<file path="config.mk">
export PLATFORM = sky130hd
export DESIGN_NAME = branch_resolve_unit
export DESIGN_NICKNAME = d
export VERILOG_FILES = /design/src/rtl/branch_resolve_unit.sv
export SDC_FILE = /design/constraint.sdc
export NUM_CORES = 1
export LEC_CHECK = 0
export CORE_MARGIN = 2
export CORE_UTILIZATION = 37
export DETAILED_ROUTE_END_ITERATION = 12
export PLACE_DENSITY = 0.8
export SYNTH_ARGS = -nofsm -noshare
export SYNTH_HDL_FRONTEND = slang
export SYNTH_SLANG_ARGS = --single-unit
export TNS_END_PERCENT = 20
</file>
<file path="constraint.sdc">
create_clock -name clk -period 2.25 [get_ports clk]
set_input_delay 0.5625 -clock clk [delete_from_list [all_inputs] [get_ports clk]]
set_output_delay 0.5625 -clock clk [all_outputs]
set_load 0.01 [all_outputs]
</file>
<file path="src/rtl/branch_resolve_unit.sv">
// Two-stage branch decision unit: half-width compares in stage A, combine/direction/mispredict in stage B.
// Optional statistics counters are enabled with `define BRANCH_RESOLVE_STATS_EN.
module branch_resolve_unit #(
  parameter int unsigned XLEN  = 32,
  parameter int unsigned TAG_W = 4,
  parameter int unsigned CNT_W = 32
) (
  input  logic             clk,
  input  logic             rst,
  input  logic             flush,
  input  logic             in_valid,
  output logic             in_ready,
  input  logic [4:0]       opcode_6_to_2,
  input  logic [2:0]       funct3,
  input  logic [XLEN-1:0]  rs1,
  input  logic [XLEN-1:0]  rs2,
  input  logic             pred_taken,
  input  logic [TAG_W-1:0] in_tag,
  output logic             out_valid,
  input  logic             out_ready,
  output logic             branch_taken,
  output logic             mispredict,
  output logic [TAG_W-1:0] out_tag,
  output logic [CNT_W-1:0] br_count,
  output logic [CNT_W-1:0] miss_count
);

  localparam int unsigned HALF = XLEN / 2;

  localparam logic [1:0] CLS_BRANCH = 2'd0;
  localparam logic [1:0] CLS_JAL    = 2'd1;
  localparam logic [1:0] CLS_JALR   = 2'd2;
  localparam logic [1:0] CLS_OTHER  = 2'd3;

  logic             a_valid;
  logic             a_eq_lo, a_eq_hi, a_ltu_lo, a_ltu_hi;
  logic             a_s1, a_s2;
  logic [2:0]       a_funct3;
  logic [1:0]       a_cls;
  logic             a_pred;
  logic [TAG_W-1:0] a_tag;

  logic       adv_a, adv_b;
  logic [1:0] cls_c;
  logic       eq_c, ltu_c, lt_c, taken_c;

  // Backpressure ripples from the consumer straight to the producer (no skid buffer)
  assign adv_b    = !out_valid || out_ready;
  assign adv_a    = !a_valid || adv_b;
  assign in_ready = flush || adv_a;

  // Opcode classification
  always_comb begin
    cls_c = CLS_OTHER;
    case (opcode_6_to_2)
      5'b11000: cls_c = CLS_BRANCH;
      5'b11011: cls_c = CLS_JAL;
      5'b11001: cls_c = CLS_JALR;
      default:  cls_c = CLS_OTHER;
    endcase
  end

  // Stage A: half-width unsigned compares plus sign bits
  always_ff @(posedge clk or posedge rst) begin
    if (rst) begin
      a_valid  <= 1'b0;
      a_eq_lo  <= 1'b0;
      a_eq_hi  <= 1'b0;
      a_ltu_lo <= 1'b0;
      a_ltu_hi <= 1'b0;
      a_s1     <= 1'b0;
      a_s2     <= 1'b0;
      a_funct3 <= 3'd0;
      a_cls    <= CLS_OTHER;
      a_pred   <= 1'b0;
      a_tag    <= '0;
    end else if (flush) begin
      a_valid <= 1'b0;
    end else if (adv_a) begin
      a_valid <= in_valid;
      if (in_valid) begin
        a_eq_lo  <= (rs1[HALF-1:0] == rs2[HALF-1:0]);
        a_eq_hi  <= (rs1[XLEN-1:HALF] == rs2[XLEN-1:HALF]);
        a_ltu_lo <= (rs1[HALF-1:0] < rs2[HALF-1:0]);
        a_ltu_hi <= (rs1[XLEN-1:HALF] < rs2[XLEN-1:HALF]);
        a_s1     <= rs1[XLEN-1];
        a_s2     <= rs2[XLEN-1];
        a_funct3 <= funct3;
        a_cls    <= cls_c;
        a_pred   <= pred_taken;
        a_tag    <= in_tag;
      end
    end
  end

  // Stage B combine: full-width compare results and resolved direction
  always_comb begin
    eq_c    = a_eq_hi && a_eq_lo;
    ltu_c   = a_ltu_hi || (a_eq_hi && a_ltu_lo);
    lt_c    = (a_s1 != a_s2) ? a_s1 : ltu_c;
    taken_c = 1'b0;
    case (a_cls)
      CLS_BRANCH: begin
        case (a_funct3)
          3'b000:  taken_c = eq_c;
          3'b001:  taken_c = !eq_c;
          3'b100:  taken_c = lt_c;
          3'b101:  taken_c = !lt_c;
          3'b110:  taken_c = ltu_c;
          3'b111:  taken_c = !ltu_c;
          default: taken_c = 1'b0;
        endcase
      end
      CLS_JAL, CLS_JALR: taken_c = 1'b1;
      default:           taken_c = 1'b0;
    endcase
  end

  // Output stage; payload only moves when a valid result advances
  always_ff @(posedge clk or posedge rst) begin
    if (rst) begin
      out_valid    <= 1'b0;
      branch_taken <= 1'b0;
      mispredict   <= 1'b0;
      out_tag      <= '0;
    end else if (flush) begin
      out_valid <= 1'b0;
    end else if (adv_b) begin
      out_valid <= a_valid;
      if (a_valid) begin
        branch_taken <= taken_c;
        mispredict   <= taken_c ^ a_pred;
        out_tag      <= a_tag;
      end
    end
  end

`ifdef BRANCH_RESOLVE_STATS_EN
  logic out_ctrl;

  // Control-transfer flag travels with the output payload
  always_ff @(posedge clk or posedge rst) begin
    if (rst) begin
      out_ctrl <= 1'b0;
    end else if (!flush && adv_b && a_valid) begin
      out_ctrl <= (a_cls != CLS_OTHER);
    end
  end

  // Counters observe output handshakes only; flush does not touch them
  always_ff @(posedge clk or posedge rst) begin
    if (rst) begin
      br_count   <= '0;
      miss_count <= '0;
    end else if (out_valid && out_ready) begin
      if (out_ctrl)   br_count   <= br_count + CNT_W'(1);
      if (mispredict) miss_count <= miss_count + CNT_W'(1);
    end
  end
`else
  assign br_count   = '0;
  assign miss_count = '0;
`endif

endmodule

</file>
* Word level (Yosys, flattened, before mapping)
Cells that the tools add are included.
** Word-level totals
- Memories :: 0
- Bits in read-only memories :: 0
- Memory bits (writable) :: 0
- Flip-flop bits (word level) :: 24
- Output and inout bits :: 72
- Bits in latches :: 0
** Operators by class
- Equal/unequal tests :: 13
- Multiplexer cells :: 8
- Reduce and logical (&&, ||, !) cells :: 18
- Bitwise logic cells :: 2
- Div/mod/pow operators :: 0
- $add $sub $neg :: 0
- Multiply operators :: 0
- Order comparisons :: 2
- Shifts and indexed selects :: 0
** Operator list (count)
- equality test 16 bit :: 2
- less-than comparator 16 bit :: 2
- equality test 5 bit, second input constant :: 3
- equality test 3 bit, second input constant :: 4
- case mux 1 bit (6 select lines) :: 1
- case mux 2 bit (3 select lines) :: 1
- AND reduction 3 bit :: 2
- zero test 1 bit :: 5
- 2-to-1 mux 1 bit :: 5
- logical OR 1 bit :: 4
- nonzero test 2 bit :: 2
- equality test 3 x 1 -> 1 bit, second input constant :: 1
- zero test 3 bit :: 1
- equality test 2 x 1 -> 1 bit, second input constant :: 1
- equality test 2 bit, second input constant :: 1
- logical AND 1 bit :: 2
- zero test 2 bit :: 1
- case mux 1 bit (2 select lines) :: 1
- OR reduction 2 bit :: 1
- inequality test 1 bit :: 1
- NOT 1 bit :: 1
- bitwise XOR 1 bit :: 1

* Depth between registers and ports, before layout
- Depth in word-level cells :: 7
- Mapped depth :: 7

* Least setup slack after synthesis
No wires, ideal clock.
- Path kind :: input port to flip-flop
- From :: input port out_ready
- To :: register mispredict
- Data arrival time :: 1.714 ns
- Cell stages on the path :: 6
- Slack :: 0.466 ns
- Cell sequence :: nor2b_4 > or3b_1 > buf_2 > or3_1 > a211oi_1 > nand3b_1
** Between the ends
- Word-level cells in the longest chain between the ends :: 2
** RTL lines
- start, declared :: line 20 : input logic out_ready,
- logical OR 1 bit :: line 48 : assign adv_b = !out_valid || out_ready;
- AND reduction 3 bit (no source line)
- end signal, assigned :: line 132 : mispredict <= taken_c ^ a_pred;
- end, declared :: line 22 : output logic mispredict,
No other way between the ends.
A chain may end at the register's enable or synchronous reset.

* Worst setup path after layout
- From :: input port out_ready
- To :: output port in_ready
** Between the ends
- Word-level cells in the longest chain between the ends :: 3
** RTL lines
- logical OR 1 bit :: line 48
- logical OR 1 bit :: line 49 : assign adv_a = !a_valid || adv_b;
- logical OR 1 bit :: line 50 : assign in_ready = flush || adv_a;
- end, declared :: line 12 : output logic in_ready,
No other way between the ends.

==> results.py <==
metrics = {
    "floorplanning": {
        "die_area_sq_mm": 0.00715,
        "num_rows": 29,
        "die_x_microns": 84.5,
        "start_util_pct": 38.0,
        "core-area_sq_mm": 0.00631,
        "die_h_microns": 84.5,
        "num_io_pins": 154,
    },
    "timing": {
        "setup_tns_ns": 0,
        "rsz0062_at_grt": "false",
        "finalClockSkew_ns": 0.00331,
        "fmax_mhz": 476,
        "period_needed_ns": 2.10,
        "final-setup-viol-count": 0,
        "post-route-period-util_pct": 93.4,
        "slew_viol_final": 0,
        "max_slew_margin_pct": 61.6,
        "hold_violations": 0,
        "worstMarginPinSlew_ns": 0.567,
        "hold_slack_ns": 0.468,
    },
    "clock_tree": {
        "clk_latency_ns": 0.27,
        "htree_levels": 1,
        "clkTransAtPathRegs_ns": 0.09,
        "clockBufferDepth": 2,
        "numClockSinks": 24,
        "tritoncts": "built",
        "cts-root-buf": "clkbuf_8",
        "cts_buffers": 3,
    },
    "global_route": {
        "antenna_found_initial": 0,
        "grt_pass1_vias": 1930,
        "overflow": 0,
        "grt_pass1_wl_mm": 8.13,
        "grt_max_degree": 25,
        "grt_usage_pct": 13.3,
    },
    "routing": {
        "vias": 2024,
        "ant_nets": 0,
        "routedWlPerCell_microns": 10.7,
        "drt_iter0_drc": 58,
        "drc_errors": 0,
        "dr.pass1.iters": 4,
        "routed_wirelength_mm": 4.87,
        "avgViaCountPerCell": 4.43,
    },
    "synth": {
        "synth_commonest_cells": "buf_4, inv_1, ha_1",
        "synth_area_per_cell_sq_um": 8.66,
        "ys_seq_area_share_pct": 25.1,
        "yosysMostFrequentCell": "buf_4",
        "synthDistinctLibCells": 42,
        "syn_area_sq_mm": 0.00240,
        "async_flop_share_pct": 100,
        "synthFlopType": "dfrtp_1",
        "postSynthCellCount": 277,
        "ys_ff_latch": 24,
        "synthDominantCellAreaShare_pct": 22.9,
        "synth-edff-count": 0,
        "yosys-top-cells-area": "dfrtp_1, buf_4, ha_1",
        "synth_warnings": 0,
        "synth_top_cell_by_area": "dfrtp_1",
    },
    "critical_path": {
        "r2r_slack_ns": 0.58,
        "path_class": "in -> out",
        "end_kind": "output pin",
        "worstPathRequired_ns": 1.69,
        "worstPathArrival_ns": 1.54,
        "setup.worst_path.start_class": "primary input",
        "crit_fanout": 3,
    },
    "outcome": {
        "status": "finished clean",
    },
    "cells_and_area": {
        "num_antenna_cells": 0,
        "fin_nets": 497,
        "drive_gt1_share_pct": 8.16,
        "finish.instance_area_sq_mm": 0.00332,
        "areaGrowthSynthToFinish_pct": 38.3,
    },
    "worst_hold_path": {
        "hp-class": "reg -> reg",
    },
    "placement": {
        "port-buffer-count": 89,
        "dp.final_hpwl_mm": 4.28,
        "dpl_cell_area_sq_mm": 0.00325,
        "place_congestion": 0.753,
    },
    "pwr": {
        "peakVddDrop_mv": 0.299,
        "power.density_mw_per_mm2": 436,
        "p_leak_nw": 1.65,
    },
    "job": {
        "cap_viol_max_count": 0,
    },
}
-- metrics by stage --
step / utilization (%) / worst slack (ns) / instances / power, mW
3_5_place_dp: 51.4 / -0.101 / 453 / 1.08
6_report: 52.6 / 0.149 / 457 / 1.45
5_1_grt: 52.6 / 0.0605 / 457 / 1.54
4_1_cts: 52.6 / 0.140 / 457 / 1.46
2_1_floorplan: - / 0.466 / 340 / 0.890
3_3_place_gp: 51.4 / -0.0766 / 453 / 1.06
-- metal layers --
layer  vias to the layer above  share of wire (%)  track usage, %
li1                       1015                  -               -
met1                       919                 39            15.1
met2                        85                 53            25.9
met3                         5                7.7            2.16
met4                         0               0.92            2.74
met5                         -                  0               0
-- path summary, 6_finish.rpt --
kind                                 from         end  cells after the start
worst max-delay path            out_ready    in_ready                      4
worst min-delay path             a_tag[1]  out_tag[1]                      2
worst max register to register   a_cls[0]  mispredict                      6
worst min register to register   a_tag[1]  out_tag[1]                      2
max in group asynchronous             rst    a_cls[1]                      3
min in group asynchronous             rst     a_eq_hi                      3
-- power by group --
group | internal, mW | switching [mW]
clock | 0.238 | 0.139
combinational | 0.304 | 0.227
sequential | 0.496 | 0.0449
total | 1.04 | 0.411
-- state kept, by name, summed over array words and instances (netlist names) --
| name | flops |
|---|---|
| a_s2 | 1 |
| a_tag | 4 |
| out_tag | 4 |
| branch_taken | 1 |
| a_cls | 2 |
| out_valid | 1 |
| a_ltu_hi | 1 |
| a_ltu_lo | 1 |
| a_funct3 | 3 |
| a_pred | 1 |
| a_eq_hi | 1 |
| a_eq_lo | 1 |
| a_valid | 1 |
| a_s1 | 1 |
| mispredict | 1 |
-- worst max-delay path, stage by stage --
cell             delay [ns]
clkdlybuf4s50_1        0.44
nor2b_4                0.15
nand3b_1               0.09
dlygate4sd2_1          0.29
-- cells in the final DEF (no fill, tap or decap), types with 8 or more instances in the layout --
cell / instances
clkdlybuf4s50_1: 88
conb_1: 64
inv_1: 35
ha_1: 34
dfrtp_1: 22
nand2_1: 21
buf_4: 13
a21oi_1: 10
mux2_2: 9
nor2_1: 8
-- cell families after synthesis --
| kind of cell | count (synthesis) | synth area share [%] |
|---|---|---|
| mux | 9 | 4.22 |
| simple gates | 66 | 14.5 |
| buf+inv | 102 | 26.0 |
| flops | 24 | 25.1 |
| other cells | 1 | 0.156 |
| xor+xnor | 3 | 1.10 |
| compound gates | 38 | 11.1 |
| fa+ha+maj | 34 | 17.7 |
-- area by class of cell --
class,instances,area (sq um)
Fill cell,578,3000
Clock inverter,1,30.0
Sequential cell,24,603
Clock buffer,3,41.3
Inverter,35,131
Multi-Input combinational cell,214,1410
Timing Repair Buffer,103,1010
Tap cell,77,96.3
-- what timing repair did --
item                                   CTS  global route
gates resized for setup                  1             0
hold buffers                             0             0
buffers inserted                         0             0
endpoints found under the hold margin    0             0
setup endpoints to repair                1             0
Power figures use the tool's default switching activity.
==> RTL change 1: new RTL, same flow settings <==
Add a define of `BRANCH_RESOLVE_STATS_EN`.
--- a/src/rtl/branch_resolve_unit.sv
+++ b/src/rtl/branch_resolve_unit.sv
@@ -1,5 +1,7 @@
 // Two-stage branch decision unit: half-width compares in stage A, combine/direction/mispredict in stage B.
 // Optional statistics counters are enabled with `define BRANCH_RESOLVE_STATS_EN.
+`define BRANCH_RESOLVE_STATS_EN
+
 module branch_resolve_unit #(
   parameter int unsigned XLEN  = 32,
   parameter int unsigned TAG_W = 4,
Function: changed (a bounded check fails within 4 cycles, from zero or initial values and one cycle with rst high).
==> RTL change 1 against the original RTL <==
  * Via count is 91% higher
  * Routed wire length is 120% higher
  * Count of clock-buffer cells in the layout is 7 higher
  * Register-to-register slack worse by 0.27 ns
  * Total power grew to 2.7 times the old value
  * Non-clock buffer count is 77 higher
  * Final area is 110% higher
  * Final cell count is 76% higher
  * Hold slack better by 0.017 ns
  * Clock power grew to 4.0 times the old value
  * Area after synthesis is 96% higher
  * Sequential cell count is 65 higher
  * Setup slack better by 0.030 ns
  * Highest routed layer unchanged
==> RTL change 1: results (changes against the original RTL) <==
- Result of the run: finished, final reports clean
- Source of the worst hold timing path: a_ltu_hi
- Clock-pin transition on the worst setup and hold timing paths: 0.06 ns (-0.03 ns)
- Post-CTS Setup Bufs: 1 (+1)
- Maximum number of pins on one net before global-route repair: 90 (+260%)
- Sequential cell fraction of total power: 45.3% (+8.0 points)
- Skew-Pair Late Insertion Delay: 0.34 ns (+0.07 ns)
- Routed met1 length: 4430 µm (+130%)
- Xor/xnor cell area share of the yosys netlist: 12.3% (+11 points)
- Overall via count from detail_route: 3868 (+91%)
- Worst Clk Skew: 0.00914 ns (+0.00583 ns)
- Compound-cell area share of the yosys netlist: 5.26% (-5.8 points)
- Static power due to leakage: 3.18 nW (+93%)
- Critical-path maximum fanout: 2 (-1)
- Clk cell area share: 4.38% (+2.2 points)
- Switching share of power: 24.2% (-4.1 points)
- Actual slew at the worst max-slew pin: 0.468 ns (-0.0987 ns)
- Well-Tap Cells: 172 (+120%)
- Wire length per cell after detailed routing: 13.6 µm (+28%)
- Count of filler cells inserted in the layout: 1099 (+90%)
- Net count reported at finish: 746 (+50%)
- Total of cells resized after clock tree synthesis: 3 (+2)
- R2R cell count: 7 (+1)
- Via count of the first global-routing pass: 3970 (+110%)
- Final GP Congestion: 0.817 (+8.5%)
- Number of combinational gates with multiple inputs: 305 (+43%)
- Setup Slack @ Placement: -0.379 ns (-0.278 ns)
- Critical Path Start: flush
- Worst setup margin: 0.179 ns (+0.0296 ns)
- Met3 wirelength from detailed routing: 744 µm (+98%)
- Ranking of synthesized cells by area: sky130_fd_sc_hd__dfrtp_1 (46%), sky130_fd_sc_hd__ha_1 (9.8%), sky130_fd_sc_hd__xnor2_1 (9.5%), sky130_fd_sc_hd__mux2_2 (3.8%), sky130_fd_sc_hd__inv_1 (3.3%)
- Clk root buf: sky130_fd_sc_hd__clkbuf_16
- Setup slack of the most critical reg-to-reg path: 0.31 ns (-0.27 ns)
- Number of flip-flops and latches: 89 (+270%)
- Fraction of met2 tracks used by global routing: 29.4% (+3.5 points)
- IR Drop Worst-Case VDD: 379 µV (+26%)
==> RTL change 1: cell types whose count changed in the layout (fill, tap and decap cells not counted), moves of 7 or more <==
| cell | unedited run | this run |
|---|---|---|
| sky130_fd_sc_hd__nand3_1 | 3 | 22 |
| sky130_fd_sc_hd__o21ai_0 | 4 | 15 |
| sky130_fd_sc_hd__mux2_2 | 9 | 16 |
| sky130_fd_sc_hd__xnor2_1 | 1 | 51 |
| sky130_fd_sc_hd__conb_1 | 64 | 0 |
| sky130_fd_sc_hd__and4_1 | 0 | 10 |
| sky130_fd_sc_hd__dfrtp_1 | 22 | 87 |
| sky130_fd_sc_hd__xor2_1 | 2 | 13 |
| sky130_fd_sc_hd__clkdlybuf4s50_1 | 88 | 151 |
| sky130_fd_sc_hd__nand4_1 | 7 | 19 |
| sky130_fd_sc_hd__nand2_1 | 21 | 38 |
| sky130_fd_sc_hd__buf_4 | 13 | 25 |
| sky130_fd_sc_hd__clkbuf_16 | 0 | 9 |
| sky130_fd_sc_hd__nor2_1 | 8 | 19 |
==> RTL change 2: new RTL, config.mk and constraints unchanged <==
Without the edit above. `CNT_W`: 32 -> 16.
--- a/src/rtl/branch_resolve_unit.sv
+++ b/src/rtl/branch_resolve_unit.sv
@@ -3,7 +3,7 @@
 module branch_resolve_unit #(
   parameter int unsigned XLEN  = 32,
   parameter int unsigned TAG_W = 4,
-  parameter int unsigned CNT_W = 32
+  parameter int unsigned CNT_W = 16
 ) (
   input  logic             clk,
   input  logic             rst,
Ports: changed (resized br_count and miss_count); port bits go from 154 to 122. No check against the original RTL was run, so the function may have changed too.
==> RTL change 2 against the original RTL <==
  * Final area is 3.4% lower
  * Setup slack got worse by 0.025 ns
  * Sequential cell count is the same
  * Total power shrank 1.4%
  * First-iteration DRC count decreased by 34%
  * Area after synthesis down 10%
  * Register-to-register slack worse by 0.06 ns
  * Die area decreased by 9.5%
  * Core utilization increased by 5.0 points
  * Routed wire length is 4.7% lower
  * Combinational power shrank 4.0%
  * Sequential power is essentially flat
  * Critical path type unchanged
==> RTL change 2: results (changes against the original RTL) <==
- Met3 capacity usage during global routing: 2.13% (-0.028 points)
- HPWL after detailed placement: 3990 µm (-6.6%)
- Net count reported at finish: 467 (-6.0%)
- Cell Pwr Density: 445 nW/µm² (+2.0%)
- Post-CTS Setup Bufs: 0 (unchanged)
- Commonest cells post-synth: sky130_fd_sc_hd__inv_1 (35), sky130_fd_sc_hd__ha_1 (34), sky130_fd_sc_hd__buf_4 (32)
- Critical-path maximum fanout: 4 (+1)
- Endpoint, Worst Hold: out_tag[3]
- Wire length reported by the detailed router: 4640 µm (-4.7%)
- Cell Int Power: 0.00104 W (+0.22%)
- R2R cell count: 6 (unchanged)
- Detailed Route Iter0 Violations: 38 (-34%)
- Result of the run: finished, final reports clean
- Post-DP Area: 3140 µm² (-3.4%)
- Final GP Congestion: 0.764 (+1.4%)
- Worst Clk Skew: 0.00177 ns (-0.00154 ns)
- Wire length of the first global-routing pass: 7750 µm (-4.7%)
- IR Drop Worst-Case VDD: 259 µV (-14%)
- Setup slack of the most critical reg-to-reg path: 0.52 ns (-0.06 ns)
- Arrival time of the worst setup path: 1.56 ns (+0.02 ns)
- Via density per instance: 4.60 (+3.8%)
- Overall via count from detail_route: 1940 (-4.2%)
- Actual slew at the worst max-slew pin: 0.555 ns (-0.0123 ns)
- DP Cell Count: 418 (-7.7%)
- Fraction of met2 tracks used by global routing: 29.8% (+3.8 points)
- Met3 wirelength from detailed routing: 339 µm (-9.8%)
- Part of the Yosys area used for sequential elements: 27.9% (+2.8 points)
- Total of cells resized after clock tree synthesis: 1 (unchanged)
- Global routing met1 resource utilization: 15.5% (+0.41 points)
- Setup Slack @ Placement: -0.0913 ns (+0.00949 ns)
- Part of the power in combinational logic: 35.7% (-1.0 points)
- Synthesized area divided by synthesized cell count: 8.81 µm² (+1.7%)
- Aggregate global-route resource usage: 14.9% (+1.6 points)
- WL met2: 2360 µm (-8.2%)
- Source of the worst hold timing path: a_tag[3]
- Routed met1 length: 1880 µm (-0.42%)
- Fraction of layout instances using a drive strength above 1: 9.43% (+1.3 points)
==> RTL change 2: cell count changes after synthesis <==
| cell | unedited run | this run |
|---|---|---|
| sky130_fd_sc_hd__buf_4 | 64 | 32 |
==> RTL change 2: cells by family (layout without fill, tap and decap cells) <==
| logic type | after synthesis | in the layout | synth area share [%] |
|---|---|---|---|
| and+or+nand+nor | 66 | 66 | 16.2 |
| DFF | 24 | 24 | 27.9 |
| muxes | 9 | 9 | 4.69 |
| other | 1 | 32 | 0.174 |
| xor gates and xnor gates | 3 | 3 | 1.22 |
| buffers and inverters | 70 | 144 | 17.8 |
| AOI/OAI and AO/OA | 38 | 38 | 12.3 |
| adders and majority gates | 34 | 34 | 19.7 |
==> RTL change 2: area by class of cell <==
type	instances	area, µm²
inverters	35	131
flip-flops and latches	24	603
clock buffers	3	41.3
multi-input cells	182	1290
well taps	72	90.1
clock inverters	1	30.0
repair buffers	105	1020
fillers	522	2370
